## config.mk

```make
export PLATFORM = sky130hd
export DESIGN_NAME = axi_rd_arbiter
export DESIGN_NICKNAME = d
export VERILOG_FILES = /design/src/rtl/axi_pkg.sv /design/src/rtl/rr_arb2.sv /design/src/rtl/axi_rd_arbiter.sv
export SDC_FILE = /design/constraint.sdc
export NUM_CORES = 1
export LEC_CHECK = 0
export ABC_CLOCK_PERIOD_IN_PS = 1900
export BUFFER_PORTS_ARGS = -buffer_cell sky130_fd_sc_hd__buf_2
export CAP_MARGIN = 5
export CORE_AREA = 2 2 109 111
export CTS_CLUSTER_SIZE = 16
export DETAILED_ROUTE_END_ITERATION = 8
export DIE_AREA = 0 0 111 113
export GPL_TIMING_DRIVEN = 0
export PLACE_DENSITY = 0.64
export SLEW_MARGIN = 20
export SYNTH_ARGS = -nofsm -noshare
export SYNTH_HDL_FRONTEND = slang
export SYNTH_SLANG_ARGS = --single-unit
```

## constraint.sdc

```tcl
create_clock -name aclk -period 1.9 [get_ports aclk]
set_input_delay 0.38 -clock aclk [delete_from_list [all_inputs] [get_ports aclk]]
set_output_delay 0.38 -clock aclk [all_outputs]
set_load 0.02 [all_outputs]
```

## src/rtl/axi_pkg.sv

```systemverilog
// rtl/axi_pkg.sv - shared AXI3 types, default widths and read-arbiter FSM encodings
package axi_pkg;

  localparam int AXI_ADDR_W = 32;
  localparam int AXI_DATA_W = 32;
  localparam int AXI_ID_W   = 4;
  localparam int AXI_LEN_W  = 4;

  typedef enum logic [1:0] {
    BURST_FIXED = 2'd0,
    BURST_INCR  = 2'd1,
    BURST_WRAP  = 2'd2
  } burst_e;

  typedef enum logic [1:0] {
    RESP_OKAY   = 2'd0,
    RESP_EXOKAY = 2'd1,
    RESP_SLVERR = 2'd2,
    RESP_DECERR = 2'd3
  } resp_e;

  localparam logic [1:0] ST_IDLE = 2'd0;
  localparam logic [1:0] ST_ADDR = 2'd1;
  localparam logic [1:0] ST_DATA = 2'd2;

endpackage

```

## src/rtl/rr_arb2.sv

```systemverilog
// rtl/rr_arb2.sv - two-way combinational round-robin pick
module rr_arb2 (
  input  logic [1:0] req,
  input  logic       ptr,
  output logic       valid,
  output logic       gnt
);

  // ptr only matters on a tie; a lone requester always wins
  assign valid = |req;
  assign gnt   = (req == 2'b11) ? ptr : req[1];

endmodule

```

## src/rtl/axi_rd_arbiter.sv

```systemverilog
// rtl/axi_rd_arbiter.sv - two-master to one-slave AXI3 read arbiter, one outstanding burst
module axi_rd_arbiter
  import axi_pkg::*;
#(
  parameter int ADDR_W = AXI_ADDR_W,
  parameter int DATA_W = AXI_DATA_W,
  parameter int ID_W   = AXI_ID_W,
  parameter int LEN_W  = AXI_LEN_W
) (
  input  logic              aclk,
  input  logic              aresetn,

  input  logic              m0_arvalid,
  output logic              m0_arready,
  input  logic [ADDR_W-1:0] m0_araddr,
  input  logic [ID_W-1:0]   m0_arid,
  input  logic [LEN_W-1:0]  m0_arlen,
  input  logic [2:0]        m0_arsize,
  input  logic [1:0]        m0_arburst,
  input  logic [3:0]        m0_arcache,
  output logic              m0_rvalid,
  input  logic              m0_rready,
  output logic [DATA_W-1:0] m0_rdata,
  output logic [ID_W-1:0]   m0_rid,
  output logic [1:0]        m0_rresp,
  output logic              m0_rlast,

  input  logic              m1_arvalid,
  output logic              m1_arready,
  input  logic [ADDR_W-1:0] m1_araddr,
  input  logic [ID_W-1:0]   m1_arid,
  input  logic [LEN_W-1:0]  m1_arlen,
  input  logic [2:0]        m1_arsize,
  input  logic [1:0]        m1_arburst,
  input  logic [3:0]        m1_arcache,
  output logic              m1_rvalid,
  input  logic              m1_rready,
  output logic [DATA_W-1:0] m1_rdata,
  output logic [ID_W-1:0]   m1_rid,
  output logic [1:0]        m1_rresp,
  output logic              m1_rlast,

  output logic              s_arvalid,
  input  logic              s_arready,
  output logic [ADDR_W-1:0] s_araddr,
  output logic [ID_W-1:0]   s_arid,
  output logic [LEN_W-1:0]  s_arlen,
  output logic [2:0]        s_arsize,
  output logic [1:0]        s_arburst,
  output logic [3:0]        s_arcache,
  input  logic              s_rvalid,
  output logic              s_rready,
  input  logic [DATA_W-1:0] s_rdata,
  input  logic [ID_W-1:0]   s_rid,
  input  logic [1:0]        s_rresp,
  input  logic              s_rlast,

  output logic              err_rlast
);

  logic [1:0]       state;
  logic             ptr;
  logic             grant;
  logic [LEN_W-1:0] cnt;
  logic             pick_valid;
  logic             pick;
  logic             in_idle;
  logic             in_data;
  logic             r_hs;

  rr_arb2 u_rr (
    .req   ({m1_arvalid, m0_arvalid}),
    .ptr   (ptr),
    .valid (pick_valid),
    .gnt   (pick)
  );

  assign in_idle = (state == ST_IDLE);
  assign in_data = (state == ST_DATA);

  // aresetn gating keeps the accept pulse low while reset is held
  assign m0_arready = aresetn & in_idle & pick_valid & ~pick;
  assign m1_arready = aresetn & in_idle & pick_valid &  pick;

  assign m0_rvalid = in_data & ~grant & s_rvalid;
  assign m1_rvalid = in_data &  grant & s_rvalid;
  assign s_rready  = in_data & (grant ? m1_rready : m0_rready);
  assign r_hs      = s_rvalid & s_rready;

  assign m0_rdata = s_rdata;
  assign m0_rid   = s_rid;
  assign m0_rresp = s_rresp;
  assign m0_rlast = s_rlast;
  assign m1_rdata = s_rdata;
  assign m1_rid   = s_rid;
  assign m1_rresp = s_rresp;
  assign m1_rlast = s_rlast;

  always_ff @(posedge aclk or negedge aresetn) begin
    if (!aresetn) begin
      state     <= ST_IDLE;
      ptr       <= 1'b0;
      grant     <= 1'b0;
      cnt       <= '0;
      err_rlast <= 1'b0;
      s_arvalid <= 1'b0;
      s_araddr  <= '0;
      s_arid    <= '0;
      s_arlen   <= '0;
      s_arsize  <= '0;
      s_arburst <= '0;
      s_arcache <= '0;
    end else begin
      case (state)
        ST_IDLE: begin
          if (pick_valid) begin
            grant     <= pick;
            s_arvalid <= 1'b1;
            s_araddr  <= pick ? m1_araddr  : m0_araddr;
            s_arid    <= pick ? m1_arid    : m0_arid;
            s_arlen   <= pick ? m1_arlen   : m0_arlen;
            s_arsize  <= pick ? m1_arsize  : m0_arsize;
            s_arburst <= pick ? m1_arburst : m0_arburst;
            s_arcache <= pick ? m1_arcache : m0_arcache;
            cnt       <= '0;
            state     <= ST_ADDR;
          end
        end
        ST_ADDR: begin
          if (s_arready) begin
            s_arvalid <= 1'b0;
            state     <= ST_DATA;
          end
        end
        ST_DATA: begin
          if (r_hs) begin
            if (cnt != {LEN_W{1'b1}}) cnt <= cnt + 1'b1;
            // s_arlen still holds the granted length for the whole burst
            if ((cnt == s_arlen && !s_rlast) || (cnt < s_arlen && s_rlast))
              err_rlast <= 1'b1;
            if (s_rlast) begin
              state <= ST_IDLE;
              ptr   <= ~grant;
            end
          end
        end
        default: state <= ST_IDLE;
      endcase
    end
  end

endmodule

```

==> results of run 1 <==
## power groups by stage
| stage | clock [mW] | sequential [mW] | combinational, mW |
|---|---|---|---|
| after global routing | 1.78 | 2.24 | 4.31 |
| after global placement | 0 | 2.17 | 3.82 |
| after detailed placement | 0 | 2.18 | 3.89 |
| final | 1.67 | 2.16 | 3.97 |
| after floorplan | 0 | 2.81 | 2.04 |
| after CTS | 1.71 | 2.17 | 3.91 |
## stage by stage
stage	power, mW	utilization [%]	worst slack, ns	cells
floorplan	4.85	-	0.251	369
global placement	5.99	46.1	-0.563	752
detailed placement	6.07	46.3	-0.0252	753
CTS	7.79	49.3	0.00660	771
global route	8.32	49.9	0.00995	777
finish	7.81	49.9	0.0541	777
## worst max-delay path, stage by stage (launching register included)
cell	delay (ns)
dfrtp_1	0.38
buf_6	0.16
nor3_4	0.19
buf_6	0.12
and3_4	0.18
buf_6	0.11
## layout make-up
class	count	area share, %
multi-input cells	205	27.5
inverters	8	0.533
flip-flops and latches	59	26.2
clock inverters	5	1.09
plain buffers	96	13.8
well taps	143	3.18
clock buffers	11	4.49
repair buffers	250	23.2
## flip-flops by register name, indices dropped and copies added (netlist names)
register   flops
s_arvalid      1
s_arburst      2
cnt            4
s_arsize       3
s_arid         4
s_arcache      4
state          2
grant          1
ptr            1
s_araddr      32
err_rlast      1
s_arlen        4
## synthesized netlist by cell type
master and n:
inv_1 7, nand3b_1 1, a31oi_1 1, a32o_1 1, ha_1 5, nor4b_1 1, o31ai_2 1, o32ai_1 1
and3_1 2, nor3_2 1, dfrtp_1 59, o211ai_1 1, nor3_1 1, o21ai_2 1, nor3b_1 2, buf_4 80
nor2_2 1, a211oi_1 1, or4_1 1, a21oi_2 47, mux2_4 1, a31o_1 1, nand2_1 6, o41ai_1 1
mux2_2 1, nand2b_1 1, nand3b_4 1, a41oi_2 1, inv_2 1, buf_6 3, buf_2 9, a21oi_1 5
mux2i_1 50, nand4_1 1, buf_12 5, a311oi_1 1, nand3_1 1, nor2_1 57, o21ai_0 6, nor2b_1 2
## kinds of logic after synthesis
logic type | count (synthesis)
adder cells (fa/ha/maj) | 5
AND/OR/NAND/NOR | 79
AO/OA/AOI/OAI | 69
buffers and inverters | 105
multiplexers | 52
flip-flops | 59
## metal layers
metal	up-vias	track usage, %
met5	-	0
li1	1692	-
met1	1570	17.9
met4	0	4.75
met3	8	5.25
met2	181	27.9
## worst max-delay path by stage
stage	startpoint	endpoint	cells past startpoint	slack, ns
floorplan	state[1]	m0_arready	5	0.25
global placement	aresetn	m1_arready	3	-0.56
detailed placement	state[1]	m0_arready	6	-0.03
CTS	ptr	m1_arready	5	0.007
global route	state[1]	m0_arready	5	0.01
finish	state[0]	m0_arready	5	0.05
## timing repair
item / 4_1_cts / 5_1_grt
setup endpoints to repair: 2 / 2
resized for setup: 2 / 6
pin swaps: 0 / 1
buffers inserted: 2 / 6
hold buffers: 1 / 0
hold endpoints to repair: 19 / 0
==> flow_summary.toml, run 1 <==
[timing]
slew_headroom_pct = 37.9
final_hold_viol_count = 0
fin_crit_sh_pct = 97.2
layout_min_cycle_time_ns = 1.85
rsz0062_at_grt = "false"
drv_slew = 0
timing.hold.ws_ns = 0.0385
setup_tns_ns = 0
worstMarginPinSlew_ns = 0.928
setup_viol = 0
fin_worst_skew_ns = 0.00614
fmax_mhz = 542

[run_status]
status = "finished clean"

[logic_synthesis]
synthAdderAreaFrac_pct = 1.64
syn_inst = 369
synth_compound_area_share_pct = 15.0
avgSynthCellArea_um2 = 10.3
syn_nets = 519
ys_seq_elements = 59
synthSimpleGateAreaFrac_pct = 9.44
yosysTopAreaCellShare_pct = 38.8
ys_top_cells_by_area = "dfrtp_1 (39%), buf_4 (16%), mux2i_1 (13%)"
synth-xor-area-share_pct = 0
synth_top_family_by_area = "buffers and inverters"
ys_seq_area_share_pct = 38.8
yosys-mux-area-fraction_pct = 13.8
ys_types = 40
yosys_warnings = 0
synth.largest_area_cell = "dfrtp_1"
syn_area_mm2 = 0.00380

[pwr]
power_frac_clock_pct = 21.4
p_int_mw = 4.53
seq_power_share_pct = 27.7
p_sw_mw = 3.28
vdd_drop_max_mv = 0.722
swShare_pct = 42.0
p_leak_nw = 3.03
power_density_mw_per_mm2 = 1390
pwr-share-comb_pct = 50.9

[worst_setup_path]
rr_endpoint = "s_araddr[17]"
critPathKind = "register to output port"
cp.arrival_ns = 1.47
worstSetupStartpointType = "register"
r2r-start = "state[0]"
rrSetupSlack_ns = 0.26
ff2ff_path_depth = 6
critPathMaxFanout = 10
end_kind = "output port"
worstPathRequired_ns = 1.52

[global_route]
grt_util_all_layers_pct = 15.7
grt_pass1_vias = 3307
grt_max_degree = 42
antenna_found_initial = 0
grt_overflow = 0
grt_pass1_wl_um = 15800

[cells_and_area]
final_nets = 779
drive_above_1_share_pct = 66.1
fillCellCount = 1050
fin_area_mm2 = 0.00563
regArea_mm2 = 0.00148
syn_to_final_growth_pct = 47.9
multiInputGateArea_mm2 = 0.00155
n_antenna_cell = 0
layout_common_cells = "buf_2 (245), buf_4 (88), dfrtp_1 (59), nor2_1 (57), mux2i_1 (50)"
final_common_cell = "buf_2"

[clocking]
clkSinkCount = 59
cts_tree = "done"
htree_levels = 3
cts_max_path_buffers = 2
numCtsBuffers = 9
clk_pin_slew_ns = 0.06
clkLatencyLatePin_ns = 0.32
root_buffer = "clkbuf_16"

[detailed_routing]
ant_nets = 0
dr_total_vias = 3451
highest_layer = "met4"
dr_wl_met3_um = 936
dr_wl_met2_um = 5150
drt_first_pass_iters = 4
drc = 0
vias_per_cell = 4.44
wire_per_inst_um = 13.1
drtIter0Drc = 90
drt_wl_total_um = 10200
wirelength_met1_um = 4030

[min_path]
min_path_type = "input port to async pin"

[floorplan]
io_pins = 279
fp.dieArea_mm2 = 0.0125
initial_core_util_pct = 33.8
fp.coreArea_mm2 = 0.0113
dieHeight_um = 113
row_count = 39
die_w_um = 111

[placed_design]
gp_congestion = 0.882
place_hpwl_um = 8080
io_buffers = 240
placed_cell_area_mm2 = 0.00521

[run]
max_cap_viol_count = 0
No activity file was read; power rests on OpenSTA's default activity.
==> inputs of run 2 (changes only) <==
- ABC_CLOCK_PERIOD_IN_PS: 1900 -> 1700
- clock period: 1.9 -> 1.7 ns (I/O delays scaled with it)
==> flow_summary.toml, run 2 (same netlist as run 1, synthesis figures left out) <==
[run_status]
status = "finished with violations"
failed_checks = "negative setup slack"

[cells_and_area]
drive_above_1_share_pct = 67.0
regMostFlops = "s_araddr"
fillCellCount = 1046
final_nets = 779
n_antenna_cell = 0
fin_area_mm2 = 0.00570
final_util_pct = 50.6
layoutNonFillerInstCount = 777
syn_to_final_growth_pct = 49.8
largest_reg_flops = 32
layout_common_cells = "buf_2 (242), buf_4 (89), dfrtp_1 (58), nor2_1 (54), mux2i_1 (48)"
final_common_cell = "buf_2"

[clocking]
numCtsBuffers = 9
cts_max_path_buffers = 2
cts_tree = "done"
clk_pin_slew_ns = 0.06
clkLatencyLatePin_ns = 0.32
root_buffer = "clkbuf_16"
htree_levels = 3
clkSinkCount = 59

[floorplan]
initial_core_util_pct = 33.8
fp.coreArea_mm2 = 0.0113
fp.dieArea_mm2 = 0.0125
row_count = 39
dieHeight_um = 113
io_pins = 279
die_w_um = 111

[timing]
rsz0062_at_grt = "true"
slew_headroom_pct = 37.3
worst_slack_ns = -0.0484
fin_crit_sh_pct = 103
layout_min_cycle_time_ns = 1.75
setup_viol = 4
setup_tns_ns = -0.0768
final_hold_viol_count = 0
worstMarginPinSlew_ns = 0.937
drv_slew = 0
fin_worst_skew_ns = 0.00656
timing.hold.ws_ns = 0.00246
fmax_mhz = 572

[worst_setup_path]
r2r-start = "state[0]"
critPathKind = "register to output port"
rr_endpoint = "cnt[1]"
critPathCapture = "m1_arready"
ff2ff_path_depth = 7
end_kind = "output port"
rrSetupSlack_ns = 0.06
startpoint = "state[0]"
worstPathRequired_ns = 1.36
worstSetupStartpointType = "register"
cp.arrival_ns = 1.41
critPathMaxFanout = 4

[pwr]
p_leak_nw = 3.03
total_power_mw = 8.86
vdd_drop_max_mv = 0.805
power_density_mw_per_mm2 = 1550

[detailed_routing]
wire_per_inst_um = 13.2
drt_first_pass_iters = 4
vias_per_cell = 4.46
drt_wl_total_um = 10300
drtIter0Drc = 97
drc = 0
ant_nets = 0
dr_total_vias = 3469

[placed_design]
place_hpwl_um = 8080
pre_cts_ws_ns = -0.185
placed_cell_area_mm2 = 0.00521
io_buffers = 240
gp_congestion = 0.882
placed_cells = 753

[global_route]
grt_overflow = 0
grt_pass1_wl_um = 16100
antenna_found_initial = 0
grt_pass1_vias = 3349
grt_util_all_layers_pct = 15.8
grt_max_degree = 42

[min_path]
min_path_type = "input port to async pin"

[run]
max_cap_viol_count = 0
-- run 2: worst min-delay path by stage --
stage / endpoint / slack [ns] / cells after the start
6_report: s_arsize[0] / 0.002 / 2
2_1_floorplan: cnt[0] / 0.04 / 0
3_3_place_gp: s_araddr[9] / 0.50 / 2
3_5_place_dp: s_arsize[1] / 0.25 / 1
4_1_cts: s_arsize[0] / 0.004 / 2
5_1_grt: s_arsize[0] / 0.01 / 2
-- run 2: final cells by class --
type                    instances  area, um2  share of cell area [%]
clock inverters                 5       61.3                    1.08
plain buffers                  94        747                    13.1
clock buffers                  11        253                    4.43
well taps                     143        179                    3.14
flip-flops and latches         59       1480                    25.9
inverters                       8       30.0                   0.527
repair buffers                252       1360                    23.9
multi-input cells             205       1590                    27.9
-- run 2: layer usage --
metal	track usage, %	vias up	share of wire (%)
met1	18.0	1587	39
met3	5.25	10	9.2
met2	28.4	178	50
met4	4.75	0	1.2
met5	0	-	0
li1	-	1694	-
-- run 2: power by group --
part           switching [mW]  internal [mW]  total, mW
Sequential              0.372           2.06       2.43
Clock                   0.651           1.22       1.87
Combinational            2.69           1.88       4.56
-- run 2: worst max-delay path, cell delays in order (launching register included) --
cell	delay [ns]
dfrtp_1	0.39
buf_6	0.14
buf_12	0.12
nor4b_4	0.26
buf_4	0.18
-- run 2: what timing repair did --
action | in CTS | in global routing
endpoints found under the setup margin | 3 | 18
pin swaps | 1 | 1
hold endpoints to repair | 19 | 0
gates resized for setup | 11 | 12
hold buffers | 1 | 0
setup buffers | 8 | 2
